### config.mk
export PLATFORM = sky130hd
export DESIGN_NAME = merge_out_fifo
export DESIGN_NICKNAME = d
export VERILOG_FILES = /design/src/rtl/merge_pkg.sv /design/src/rtl/merge_out_fifo.sv
export SDC_FILE = /design/constraint.sdc
export NUM_CORES = 1
export LEC_CHECK = 0
export CORE_MARGIN = 5
export CORE_UTILIZATION = 42
export CTS_BUF_LIST = sky130_fd_sc_hd__clkbuf_16
export CTS_CLUSTER_DIAMETER = 120
export DETAILED_ROUTE_END_ITERATION = 10
export PLACE_DENSITY_LB_ADDON = 0.2
export SYNTH_ARGS = -nofsm -noshare
export SYNTH_HDL_FRONTEND = slang
export SYNTH_SLANG_ARGS = --single-unit
### constraint.sdc
create_clock -name i_clk -period 5.4 [get_ports i_clk]
set_input_delay 1.62 -clock i_clk [delete_from_list [all_inputs] [get_ports i_clk]]
set_output_delay 1.62 -clock i_clk [all_outputs]
set_load 0.05 [all_outputs]
### src/rtl/merge_pkg.sv
// Constants shared by the merge tree stages so that the run-terminator
// encoding stays identical between the input FIFOs, the merger and the output FIFO.
package merge_pkg;

    localparam int REC_DATA_W = 32;

    localparam logic [REC_DATA_W-1:0] TERM_RECORD = '0;

    function automatic int clog2(input int v);
        int r;
        r = 0;
        for (int i = 0; i < 32; i++) begin
            if ((1 << r) < v) r++;
        end
        return r;
    endfunction

endpackage

### src/rtl/merge_out_fifo.sv
// Output buffer behind a two-way merger: first-word fall-through FIFO with
// early almost-full back-pressure and a count of buffered complete runs.
module merge_out_fifo
    import merge_pkg::*;
#(
    parameter int DATA_W   = REC_DATA_W,
    parameter int DEPTH    = 16,
    parameter int ADDR_W   = clog2(DEPTH),
    parameter int AF_SLACK = 2
) (
    input  logic              i_clk,
    input  logic              i_rst,
    input  logic              i_wr_en,
    input  logic [DATA_W-1:0] i_wr_data,
    output logic              o_full,
    input  logic              i_rd_en,
    output logic [DATA_W-1:0] o_rd_data,
    output logic              o_empty,
    output logic [ADDR_W:0]   o_count,
    output logic              o_head_is_term,
    output logic [ADDR_W:0]   o_runs,
    output logic              o_overflow,
    output logic              o_underflow
);

    localparam logic [DATA_W-1:0] TERM    = DATA_W'(TERM_RECORD);
    localparam logic [ADDR_W:0]   DEPTH_C = (ADDR_W+1)'(DEPTH);
    localparam logic [ADDR_W:0]   FULL_TH = (ADDR_W+1)'(DEPTH - AF_SLACK);

    logic [DATA_W-1:0] mem_q [DEPTH];

    logic [ADDR_W-1:0] wr_ptr_q, wr_ptr_d;
    logic [ADDR_W-1:0] rd_ptr_q, rd_ptr_d;
    logic [ADDR_W:0]   count_q, count_d;
    logic [ADDR_W:0]   runs_q, runs_d;
    logic              ovf_q, ovf_d;
    logic              udf_q, udf_d;

    logic rd_acc, wr_acc, term_in, term_out;

    assign o_empty        = (count_q == '0);
    assign o_full         = (count_q >= FULL_TH);
    assign o_rd_data      = o_empty ? '0 : mem_q[rd_ptr_q];
    assign o_head_is_term = ~o_empty & (o_rd_data == TERM);
    assign o_count        = count_q;
    assign o_runs         = runs_q;
    assign o_overflow     = ovf_q;
    assign o_underflow    = udf_q;

    always_comb begin
        rd_acc   = i_rd_en & ~o_empty;
        wr_acc   = i_wr_en & ((count_q != DEPTH_C) | rd_acc);
        term_in  = wr_acc & (i_wr_data == TERM);
        term_out = rd_acc & (o_rd_data == TERM);

        wr_ptr_d = wr_ptr_q;
        rd_ptr_d = rd_ptr_q;
        count_d  = count_q;
        runs_d   = runs_q;
        ovf_d    = ovf_q | (i_wr_en & ~wr_acc);
        udf_d    = udf_q | (i_rd_en & o_empty);

        if (wr_acc) wr_ptr_d = wr_ptr_q + 1'b1;
        if (rd_acc) rd_ptr_d = rd_ptr_q + 1'b1;

        case ({wr_acc, rd_acc})
            2'b10:   count_d = count_q + 1'b1;
            2'b01:   count_d = count_q - 1'b1;
            default: count_d = count_q;
        endcase

        case ({term_in, term_out})
            2'b10:   runs_d = runs_q + 1'b1;
            2'b01:   runs_d = runs_q - 1'b1;
            default: runs_d = runs_q;
        endcase

        if (i_rst) begin
            wr_ptr_d = '0;
            rd_ptr_d = '0;
            count_d  = '0;
            runs_d   = '0;
            ovf_d    = 1'b0;
            udf_d    = 1'b0;
        end
    end

    always_ff @(posedge i_clk) begin
        wr_ptr_q <= wr_ptr_d;
        rd_ptr_q <= rd_ptr_d;
        count_q  <= count_d;
        runs_q   <= runs_d;
        ovf_q    <= ovf_d;
        udf_q    <= udf_d;
    end

    // Storage is never reset; a write in the reset cycle is discarded.
    always_ff @(posedge i_clk) begin
        if (wr_acc && !i_rst) mem_q[wr_ptr_q] <= i_wr_data;
    end

endmodule

==> impl_metrics.tcl, run 1 <==
set metrics [dict create \
    post_drt_wl_per_cell_um 27.1 \
    synth_top_area_frac 0.734 \
    grt_pass1_vias 11200 \
    antenna_left 0 \
    timing.fmax_mhz 189 \
    start_util 0.426 \
    drtIter0Drc 1124 \
    clock-sinks 536 \
    synthSimpleGateAreaFrac 0.0319 \
    hold_viol 0 \
    ys_top_cells_by_area "edfxtp_1 73%, mux4_2 12%, dfxtp_1 2.3%, mux2i_1 1.8%, a22oi_1 1.8%" \
    io_buffers 82 \
    syn_nets 1082 \
    synthXorXnorAreaFrac 0.00585 \
    cts_hold_buf 0 \
    cts_htree_levels 2 \
    synthCells 1031 \
    power_mw 11.3 \
    die_area_um2 54500 \
    setup_slack_ps 101 \
    grt_antenna_before_repair 0 \
    setup_viol_count_final 0 \
    grt_use_total 0.192 \
    fin_skew_ps 10.3 \
    cts_root_buffer "clkbuf_16" \
    synthFlopType "edfxtp_1" \
    synth_seq_area_share 0.757 \
    critPathMaxFanout 26 \
    dp_worst_setup_slack_ps 114 \
    die_w_um 233 \
    min_path_type "reg -> reg" \
    clkTransAtPathRegs_ps 60 \
    worstPathArrival_ps 3680 \
    coreArea_um2 49200 \
    place_congestion 0.752 \
    muxShareOfSynthArea 0.144 \
    period_minus_slack_ps 5300 \
    drtPass1Iterations 5 \
    synth_top_family_by_area "multiplexers" \
    antenna_cells 0 \
    grt_start_max_net_pins 36 \
    cp-end-kind "primary output" \
    dieHeight_um 233 \
    io_pins 83 \
    clock_path_buffers 3 \
    path_class "reg -> out" \
    synth_seq_cells 536 \
    slew_headroom 0.439 \
    viasPerCell 5.61 \
    synth_cell_type_count 44 \
    synth_edf_count 512 \
    synth_compound_area_frac 0.0337 \
    drive_gt1_frac 0.247 \
    clk-insertion-delay-late_ps 590 \
    synthTopCellsByCount "512 x edfxtp_1, 108 x mux4_2, 51 x nor2_1" \
    synthAdderAreaFrac 0.00967 \
    synthArstFlopShare 0 \
    rsz0062_at_grt "true" \
    post-route-period-util 0.981 \
    dp_hpwl_um 30400 \
    yosysMostFrequentCell "edfxtp_1" \
    syn_area_per_cell_um2 20.3 \
    worst_pin_slew_ps 833 \
    p_per_area_nw_per_um2 451 \
    yosys_warnings 0 \
    max_cap_violations 0 \
    grt_pass1_wl_um 76000 \
    fillers 3951 \
    ir_drop_mv 0.353 \
    tritoncts "built" \
    status "complete, no violations" \
    maxSlewViolCount 0 \
    routed_wl_um 52000 \
    cp.required_ps 3780 \
    critPathLaunchType "flip-flop" \
    synth.cell_area_um2 21000 \
    leakagePower_nw 8.06 \
    rows 81 \
    finish.net_count 1261 \
    vias 10800 \
    cts_buffers 55 \
    synth_area_leader_cell "edfxtp_1" \
    drc_errors 0 \
    overflow 0 \
    syn_to_final_growth_pct 19.5 \
]
## worst max-delay path, stage by stage, from the launching register on
cell and delay [ps]:
dfxtp_4 530, buf_12 250, buf_12 240, mux2i_1 280, a22oi_1 120, nand3_1 200
nand3_1 120, or4_1 530, nor4_4 370, and3_1 270, buf_12 150
## cells by family after synthesis
kind of cell    Yosys count
flops                   536
fa+ha+maj                15
compound gates          108
mux                     154
xor+xnor                 14
simple gates            140
buf+inv                  64
## metal layers
metal | GRT usage | up-vias | wire length (um)
met3 | 0.0351 | 58 | 3720
met5 | 0 | - | 0
met2 | 0.308 | 398 | 25000
li1 | - | 4620 | -
met4 | 0.0470 | 0 | 986
met1 | 0.275 | 5677 | 22200
## final timing paths
check              startpoint              to  slack (ps)  cells after the start
hold / removal    o_underflow     o_underflow         480                      2
hold reg to reg   o_underflow     o_underflow         480                      2
setup reg to reg    flip-flop       o_runs[4]         930                     16
setup / recovery    flip-flop  o_head_is_term         100                     10
## stage by stage
step	hold WS (ps)	cell area (um2)	util	instances	TNS, ps
global placement	458	23200	0.472	1815	0
detailed placement	462	23200	0.472	1815	0
finish	478	25000	0.510	1917	0
CTS	482	25000	0.509	1917	0
global route	540	25000	0.510	1917	-38.1
floorplan	485	21000	-	1031	0
## placed cells by master (no fill, tap or decap), types with 6 or more instances in the layout
cell type / n
edfxtp_1: 512
mux4_2: 108
buf_4: 86
clkdlybuf4s50_1: 73
clkbuf_16: 57
a22oi_1: 49
mux2i_1: 38
nand2_1: 34
nor2_1: 34
a21oi_1: 32
inv_1: 30
dfxtp_1: 21
nor2_4: 16
ha_1: 13
buf_12: 13
nor4_1: 12
clkinv_1: 11
o21ai_0: 11
xor2_1: 10
nand3_1: 9
mux4_1: 7
bufinv_16: 7
clkinv_2: 6
## layout make-up
| class | count | area (um2) | share of cell area |
|---|---|---|---|
| repair buffers | 174 | 1660 | 0.0662 |
| clock inverters | 43 | 358 | 0.0143 |
| clock buffers | 57 | 1430 | 0.0569 |
| well taps | 664 | 831 | 0.0332 |
| flip-flops and latches | 536 | 15900 | 0.633 |
| inverters | 12 | 45.0 | 0.00180 |
| multi-input cells | 431 | 4860 | 0.194 |
## flip-flops by register name (all words and copies together) (netlist names), named ones only
| name | cells |
|---|---|
| rd_ptr_q | 4 |
| o_underflow | 1 |
| o_count | 5 |
| o_runs | 5 |
| o_overflow | 1 |
| wr_ptr_q | 4 |
| mem_q | 512 |
## where the power goes
part           internal (mW)  switching (mW)  total (mW)
clock network           2.22            1.53        3.75
logic                   1.02            1.85        2.86
registers               4.62          0.0645        4.69
## what timing repair did
item,in CTS,in global routing
setup endpoints to repair,1,3
setup buffers,2,0
resized for setup,3,4
No activity file was read; power rests on OpenSTA's default activity.
==> run 2: changes to the inputs <==
--- a/config.mk
+++ b/config.mk
@@ -6,7 +6,7 @@
 export NUM_CORES = 1
 export LEC_CHECK = 0
 export CORE_MARGIN = 5
-export CORE_UTILIZATION = 42
+export CORE_UTILIZATION = 30
 export CTS_BUF_LIST = sky130_fd_sc_hd__clkbuf_16
 export CTS_CLUSTER_DIAMETER = 120
 export DETAILED_ROUTE_END_ITERATION = 10
==> impl_metrics.tcl, run 2 (synthesis results as in run 1) <==
set metrics [dict create \
    final_common_cell "edfxtp_1" \
    cp-end-kind "primary output" \
    hold_viol 0 \
    clkTransAtPathRegs_ps 60 \
    clock_path_buffers 3 \
    rows 97 \
    crit_buf_inv 4 \
    clk-insertion-delay-late_ps 610 \
    setup_viol_count_final 0 \
    finish.net_count 1289 \
    power_mw 11.3 \
    grt_start_max_net_pins 37 \
    post-route-period-util 0.967 \
    cts_root_buffer "clkbuf_16" \
    min_path_type "reg -> reg" \
    coreArea_um2 69700 \
    setup_slack_ps 176 \
    io_pins 83 \
    p_per_area_nw_per_um2 439 \
    worstPathArrival_ps 3600 \
    cp.required_ps 3780 \
    slew_headroom 0.381 \
    post_drt_wl_per_cell_um 25.2 \
    timing.fmax_mhz 191 \
    start_util 0.301 \
    routed_wl_um 56000 \
    final_cell_mix "512 x edfxtp_1, 113 x buf_4, 108 x mux4_2" \
    cts_hold_buf 0 \
    maxSlewViolCount 0 \
    path_class "reg -> out" \
    dp.cells 2103 \
    die_w_um 274 \
    regMostFlops "mem_q" \
    max_cap_violations 0 \
    cts_htree_levels 2 \
    grt_use_total 0.148 \
    viasPerCell 4.83 \
    critPathLaunchType "flip-flop" \
    finalHoldWorstSlack_ps 478 \
    clock-sinks 536 \
    syn_to_final_growth_pct 22.9 \
    fin_cells 2225 \
    drtIter0Drc 905 \
    place_congestion 0.746 \
    io_buffers 82 \
    die_area_um2 75200 \
    drc_errors 0 \
    cts_buffers 56 \
    grt_antenna_before_repair 0 \
    worst_pin_slew_ps 918 \
    largest_register_ffs 512 \
    dp_worst_setup_slack_ps -33.2 \
    fin_skew_ps 24.4 \
    path_common_cell "buf_12" \
    ir_drop_mv 0.282 \
    fillers 6468 \
    dp_hpwl_um 33600 \
    postLayoutCellArea_um2 25800 \
    antenna_left 0 \
    status "complete, no violations" \
    dieHeight_um 274 \
    antenna_cells 0 \
    crit_path_max_incr_delay_ps 520 \
    period_minus_slack_ps 5220 \
    drtPass1Iterations 7 \
    cp_top_family "simple AND/OR/NAND/NOR gates" \
    crit_slowest_cell "mux4_2" \
    overflow 0 \
    tritoncts "built" \
    vias 10800 \
    critPathMaxFanout 17 \
    leakagePower_nw 8.25 \
    path_cells "buf_12 -> buf_4 -> clkbuf_16 -> mux4_2 -> mux2i_1 -> o21ai_0 -> nor4_1 -> and3_2 -> and3_4 -> buf_12" \
    grt_pass1_wl_um 80700 \
    drive_gt1_frac 0.289 \
    place_area_um2 23700 \
    grt_pass1_vias 11300 \
]
## run 2: cell types whose count changed in the layout (fill, tap and decap cells not counted), sizes merged
cell	delta
buf	+38
clkinv	+13
clkdlybuf4s50	-12
bufinv	-5
inv	-4
clkbuf	+1
clkinvlp	+1
## run 2: power by group
part	switching (mW)	internal, mW	total (mW)
clock	1.59	2.01	3.60
sequential	0.0495	4.62	4.67
combinational	1.94	1.09	3.03
total	3.58	7.73	11.3
## run 2: worst reg2reg max path: stages, from the launching register on
cell and delay [ps]:
dfxtp_4 380, buf_12 170, buf_4 210, buf_4 150
mux4_2 350, nor3_1 50, a211oi_1 620, nor4_1 120
buf_4 180, and3_2 250, and3_1 220, ha_1 270
fa_1 420, a21o_1 200, a21oi_1 170, xor2_1 90
or3_1 310, a21oi_1 140
## run 2: through the flow
| step | util | TNS [ps] |
|---|---|---|
| 6_report | 0.370 | 0 |
| 2_1_floorplan | - | 0 |
| 4_1_cts | 0.367 | 0 |
| 3_5_place_dp | 0.341 | -33.2 |
| 5_1_grt | 0.370 | -20.6 |
| 3_3_place_gp | 0.341 | -100 |
## run 2: routing by layer
layer	global-route usage	up-vias	routed length, um
met2	0.242	271	27100
met4	0.0273	0	763
li1	-	4693	-
met3	0.0303	55	2820
met1	0.208	5738	25300
met5	0	-	0
## run 2: timing repair
| action | CTS | global route |
|---|---|---|
| resized for setup | 6 | 14 |
| endpoints found under the setup margin | 2 | 1 |
| buffers inserted | 5 | 11 |
| gates cloned | 0 | 1 |
| pin swaps | 0 | 4 |
## run 2: final cells by class
cell class,count,area [um2],share of cell area
clock buffer,57,1430,0.0554
sequential,536,15900,0.616
tap,940,1180,0.0457
inverter,12,45.0,0.00175
multi-input combinational,431,4920,0.191
clock inverter,48,309,0.0120
timing repair buffer,201,2020,0.0784
## run 2: path summary, 6_finish.rpt
check               from             end  slack [ps]  cells after the start
max            flip-flop  o_head_is_term         180                     10
min          o_underflow     o_underflow         480                      2
max reg2reg    flip-flop       o_runs[4]        1020                     17
min reg2reg  o_underflow     o_underflow         480                      2
==> run 3: changes to the inputs <==
--- a/config.mk
+++ b/config.mk
@@ -11,6 +11,8 @@
 export CTS_CLUSTER_DIAMETER = 120
 export DETAILED_ROUTE_END_ITERATION = 10
 export PLACE_DENSITY_LB_ADDON = 0.2
+export RECOVER_POWER = 50
 export SYNTH_ARGS = -nofsm -noshare
 export SYNTH_HDL_FRONTEND = slang
 export SYNTH_SLANG_ARGS = --single-unit
+export TNS_END_PERCENT = 100
==> impl_metrics.tcl, run 3 (synthesis results as in run 1) <==
set metrics [dict create \
    status "complete, no violations" \
    final_cell_mix "512 x edfxtp_1, 108 x mux4_2, 80 x buf_4" \
    overflow 0 \
    leakagePower_nw 8.14 \
    internal_power_mw 7.71 \
    finish.net_count 1289 \
    drive_gt1_frac 0.259 \
    dp_worst_setup_slack_ps -33.2 \
    grt_antenna_before_repair 3 \
    worst_pin_slew_ps 1410 \
    p_sw_mw 3.58 \
    drtIter0Drc 798 \
    regMostFlops "mem_q" \
    p_per_area_nw_per_um2 441 \
    clkTransAtPathRegs_ps 60 \
    die_area_um2 75200 \
    p_seq_frac 0.414 \
    syn_to_final_growth_pct 22.2 \
    cp-end-kind "primary output" \
    grt_use_total 0.148 \
    path_class "reg -> out" \
    routed_wl_um 56000 \
    post-route-period-util 0.964 \
    fillers 6491 \
    combPwrFrac 0.267 \
    max_cap_violations 0 \
    grt_pass1_wl_um 80700 \
    place_congestion 0.746 \
    use_met3 0.0303 \
    antenna_left 0 \
    clock-sinks 536 \
    busiest_layer "met2" \
    period_minus_slack_ps 5210 \
    drtPass1Iterations 5 \
    min_path_type "reg -> reg" \
    clock_path_buffers 3 \
    tritoncts "built" \
    viasPerCell 4.83 \
    worstPathArrival_ps 3590 \
    switching_share 0.317 \
    clkPwrFrac 0.320 \
    clk-insertion-delay-late_ps 610 \
    fin_tns_setup_ps 0 \
    cts_root_buffer "clkbuf_16" \
    post_drt_wl_per_cell_um 25.2 \
    fin_util 0.368 \
    setup_viol_count_final 0 \
    io_buffers 82 \
    slew_headroom 0.0589 \
    use_met1 0.208 \
    io_pins 83 \
    cts_buffers 56 \
    cp.required_ps 3780 \
    grt_pass1_vias 11300 \
    grt_use_met2 0.242 \
    fin_skew_ps 22.5 \
    start_util 0.301 \
    vias 10800 \
    grt_start_max_net_pins 37 \
    drc_errors 0 \
    largest_register_ffs 512 \
    final_common_cell "edfxtp_1" \
    ir_drop_mv 0.281 \
    setup_slack_ps 195 \
    timing.fmax_mhz 192 \
    hold_viol 0 \
    critPathMaxFanout 36 \
    cts_htree_levels 2 \
    coreArea_um2 69700 \
    rows 97 \
    die_w_um 274 \
    dieHeight_um 274 \
    critPathLaunchType "flip-flop" \
    maxSlewViolCount 0 \
    dp_hpwl_um 33600 \
]
## run 3: cell types whose count changed in the layout (fill, tap and decap cells not counted), sizes merged
| cell | change |
|---|---|
| diode | +1 |
| buf | -33 |
| dlygate4sd3 | +34 |
| clkdlybuf4s50 | -34 |
| clkbuf | +33 |
## run 3: path summary, 6_finish.rpt
check / from / endpoint / slack (ps) / cells after the start
worst max-delay path: flip-flop / o_head_is_term / 190 / 12
worst min-delay path: o_underflow / o_underflow / 480 / 2
worst max register to register: flip-flop / o_runs[4] / 1010 / 17
worst min register to register: o_underflow / o_underflow / 480 / 2
## run 3: cell type report
cell class | instances | area, um2 | share of cell area
clock inverters | 48 | 309 | 0.0121
inverters | 12 | 45.0 | 0.00176
repair buffers | 201 | 1900 | 0.0740
diodes | 1 | 2.50 | 0.0000977
well taps | 940 | 1180 | 0.0459
clock buffers | 57 | 1430 | 0.0557
multi-input cells | 431 | 4880 | 0.191
flip-flops and latches | 536 | 15900 | 0.620
## run 3: what timing repair did
item	4_1_cts	5_1_grt
pin swaps	0	4
gates resized for setup	6	14
hold buffers	0	0
setup buffers	5	11
endpoints found under the setup margin	2	1
cloned	0	1
## run 3: power groups by stage
| stage | Clock [mW] | Sequential, mW | Combinational [mW] |
|---|---|---|---|
| floorplan | 0 | 4.80 | 1.79 |
| global placement | 0 | 4.78 | 2.93 |
| detailed placement | 0 | 4.78 | 2.93 |
| CTS | 3.72 | 4.67 | 3.01 |
| global route | 3.88 | 4.68 | 3.18 |
| finish | 3.61 | 4.67 | 3.01 |
## run 3: through the flow
stage	hold slack [ps]	std cells	instance area, um2	power, mW
final	477	2226	25600	11.3
after global routing	547	2225	25600	11.7
after detailed placement	462	2103	23700	7.71
after global placement	464	2103	23700	7.71
after CTS	479	2213	25600	11.4
after floorplan	485	1031	21000	6.59
## run 3: critical path, cell delays in order (launching register included)
cell	delay (ps)
dfxtp_4	410
buf_12	130
buf_12	230
mux4_2	370
a22oi_2	240
nand2_2	120
nor4_4	350
nand4_1	150
buf_4	190
nor4_2	240
buf_4	160
and3_4	200
buf_12	130
## run 3: layer usage
metal  wire, um  vias up
met3       2990       56
met1      25100     5720
met5          0        -
met2      27100      286
met4        761        0
li1           -     4692
==> patch (flow settings as in run 1) <==
The parameter `DEPTH` goes from 16 to 32.
--- a/src/rtl/merge_out_fifo.sv
+++ b/src/rtl/merge_out_fifo.sv
@@ -6,3 +6,3 @@
     parameter int DATA_W   = REC_DATA_W,
-    parameter int DEPTH    = 16,
+    parameter int DEPTH    = 32,
     parameter int ADDR_W   = clog2(DEPTH),
Ports: changed (resized o_count and o_runs); port bits go from 83 to 85. No check against the original RTL was run, so the function may have changed too.
==> patch against run 1 <==
The flow now finishes with violations (setup timing). Wire length up 110%. Cell area up 97%. Total power up 98%. Setup slack worse by 0.22 ns. Sequential power up 94%. Sequential cell count up 517. Synthesized area up 95%. First-iteration DRC count up 97%. Clock skew up 0.026 ns. Largest cell class unchanged. Highest routed layer unchanged.
==> patch: results (changes against run 1) <==
[status]
run_status=finished, violations left
failed_checks=setup timing

[worst_setup_path]
worst-r2r-setup-slack_ns=0.53  ; -0.40 ns
rr_endpoint=o_runs[5]$_SDFFE_PP0P_
slowest_stage=sky130_fd_sc_hd__mux4_1
cp_num_cells=12  ; +2
arrival_ns=3.90  ; +0.22 ns
maximum_net_fanout_on_the_critical_path=24  ; -7.7%
worst_path_largest_cell_delay_ns=0.60  ; +0.07 ns

[routing]
post_route_met1_wirelength_um=45500  ; +100%
wl_met3_um=8350  ; +120%
routed_via_density=5.84  ; +4.0%
first_iter_violations=2214  ; +97%

[placement]
gp_congestion=0.774  ; +3.0%
detailedPlacementHpwl_um=62800  ; +110%

[global_routing]
grt_antenna_before_repair=4  ; +4
first_global_vias=21400  ; +92%
use_met3_pct=4.42  ; +0.90 points
grt.met1_usage_pct=29.7  ; +2.2 points
gr-usage-all-layers_pct=20.7  ; +1.6 points

[sta]
setup_ws_ns=-0.120  ; -0.221 ns
final_worst_path_period_need_ns=5.52  ; +0.221 ns
setup_viol=1  ; +1
least_margin_pin_slew_ns=1.16  ; +0.327 ns

[yosys]
synth_area_leaders=sky130_fd_sc_hd__edfxtp_1 (75%), sky130_fd_sc_hd__mux4_2 (13%), sky130_fd_sc_hd__dfxtp_1 (1.4%)
muxShareOfSynthArea_pct=16.0  ; +1.6 points
syn-num-nets=1903  ; +76%
edff_count_synth=1024  ; +100%

[clock_tree]
worstSkewPairLatency_ns=0.68  ; +0.09 ns
cts.htree.levels=3  ; +1
cts_made_buffers=108  ; +96%

[final_layout]
n_fill_cell=7631  ; +93%
largest_reg_flops=1024  ; +100%

[power]
power_leakage_nw=15.8  ; +96%
ir_worst_vdd_v=0.000329  ; -6.8%

==> patch: changes by cell type after synthesis, sizes merged, moves of 15 or more <==
cell           run 1  this run
clkbuf            17        40
nor2              51        76
edfxtp           512      1024
a221o              0        21
a221oi             2        27
and2               4        24
mux4             115       256
mux2i             38        58
a22oi             49        25
buf               35        58
o22ai              1        16
==> patch: per-stage QoR <==
step	std cells	TNS (ns)	utilization [%]	setup WS [ns]	area [sq um]
4_1_cts	3533	-0.193	50.8	-0.193	49100
6_report	3542	-0.120	51.0	-0.120	49300
3_5_place_dp	3302	-0.195	46.6	-0.185	45000
2_1_floorplan	1851	0	-	0.529	40900
3_3_place_gp	3302	-0.217	46.6	-0.217	45000
5_1_grt	3542	-0.251	51.0	-0.251	49300
==> patch: kinds of logic after synthesis <==
family                     count (synthesis)
DFF                                     1053
muxes                                    324
and+or+nand+nor                          176
AOI/OAI and AO/OA                        156
buffers and inverters                    109
xor gates and xnor gates                  17
adders and majority gates                 16
==> patch: timing repair <==
| action | 4_1_cts | 5_1_grt |
|---|---|---|
| gates resized for setup | 37 | 28 |
| gates cloned | 4 | 3 |
| buffers inserted | 28 | 7 |
| setup endpoints to repair | 1 | 1 |
| pin swaps | 9 | 12 |
==> patch: power groups by stage <==
stage / Clock [mW] / Combinational, mW / Sequential, mW
after floorplan: 0 / 3.29 / 9.33
after global placement: 0 / 5.54 / 9.31
after detailed placement: 0 / 5.55 / 9.31
after CTS: 7.36 / 6.01 / 9.09
after global routing: 7.74 / 6.31 / 9.10
final: 7.23 / 6.03 / 9.09
==> patch: layout make-up <==
type / count / area share (%)
sequential: 1053 / 63.6
timing repair buffer: 314 / 7.07
tap: 1276 / 3.24
multi-input combinational: 689 / 19.0
clock buffer: 109 / 5.53
clock inverter: 90 / 1.48
inverter: 11 / 0.0863
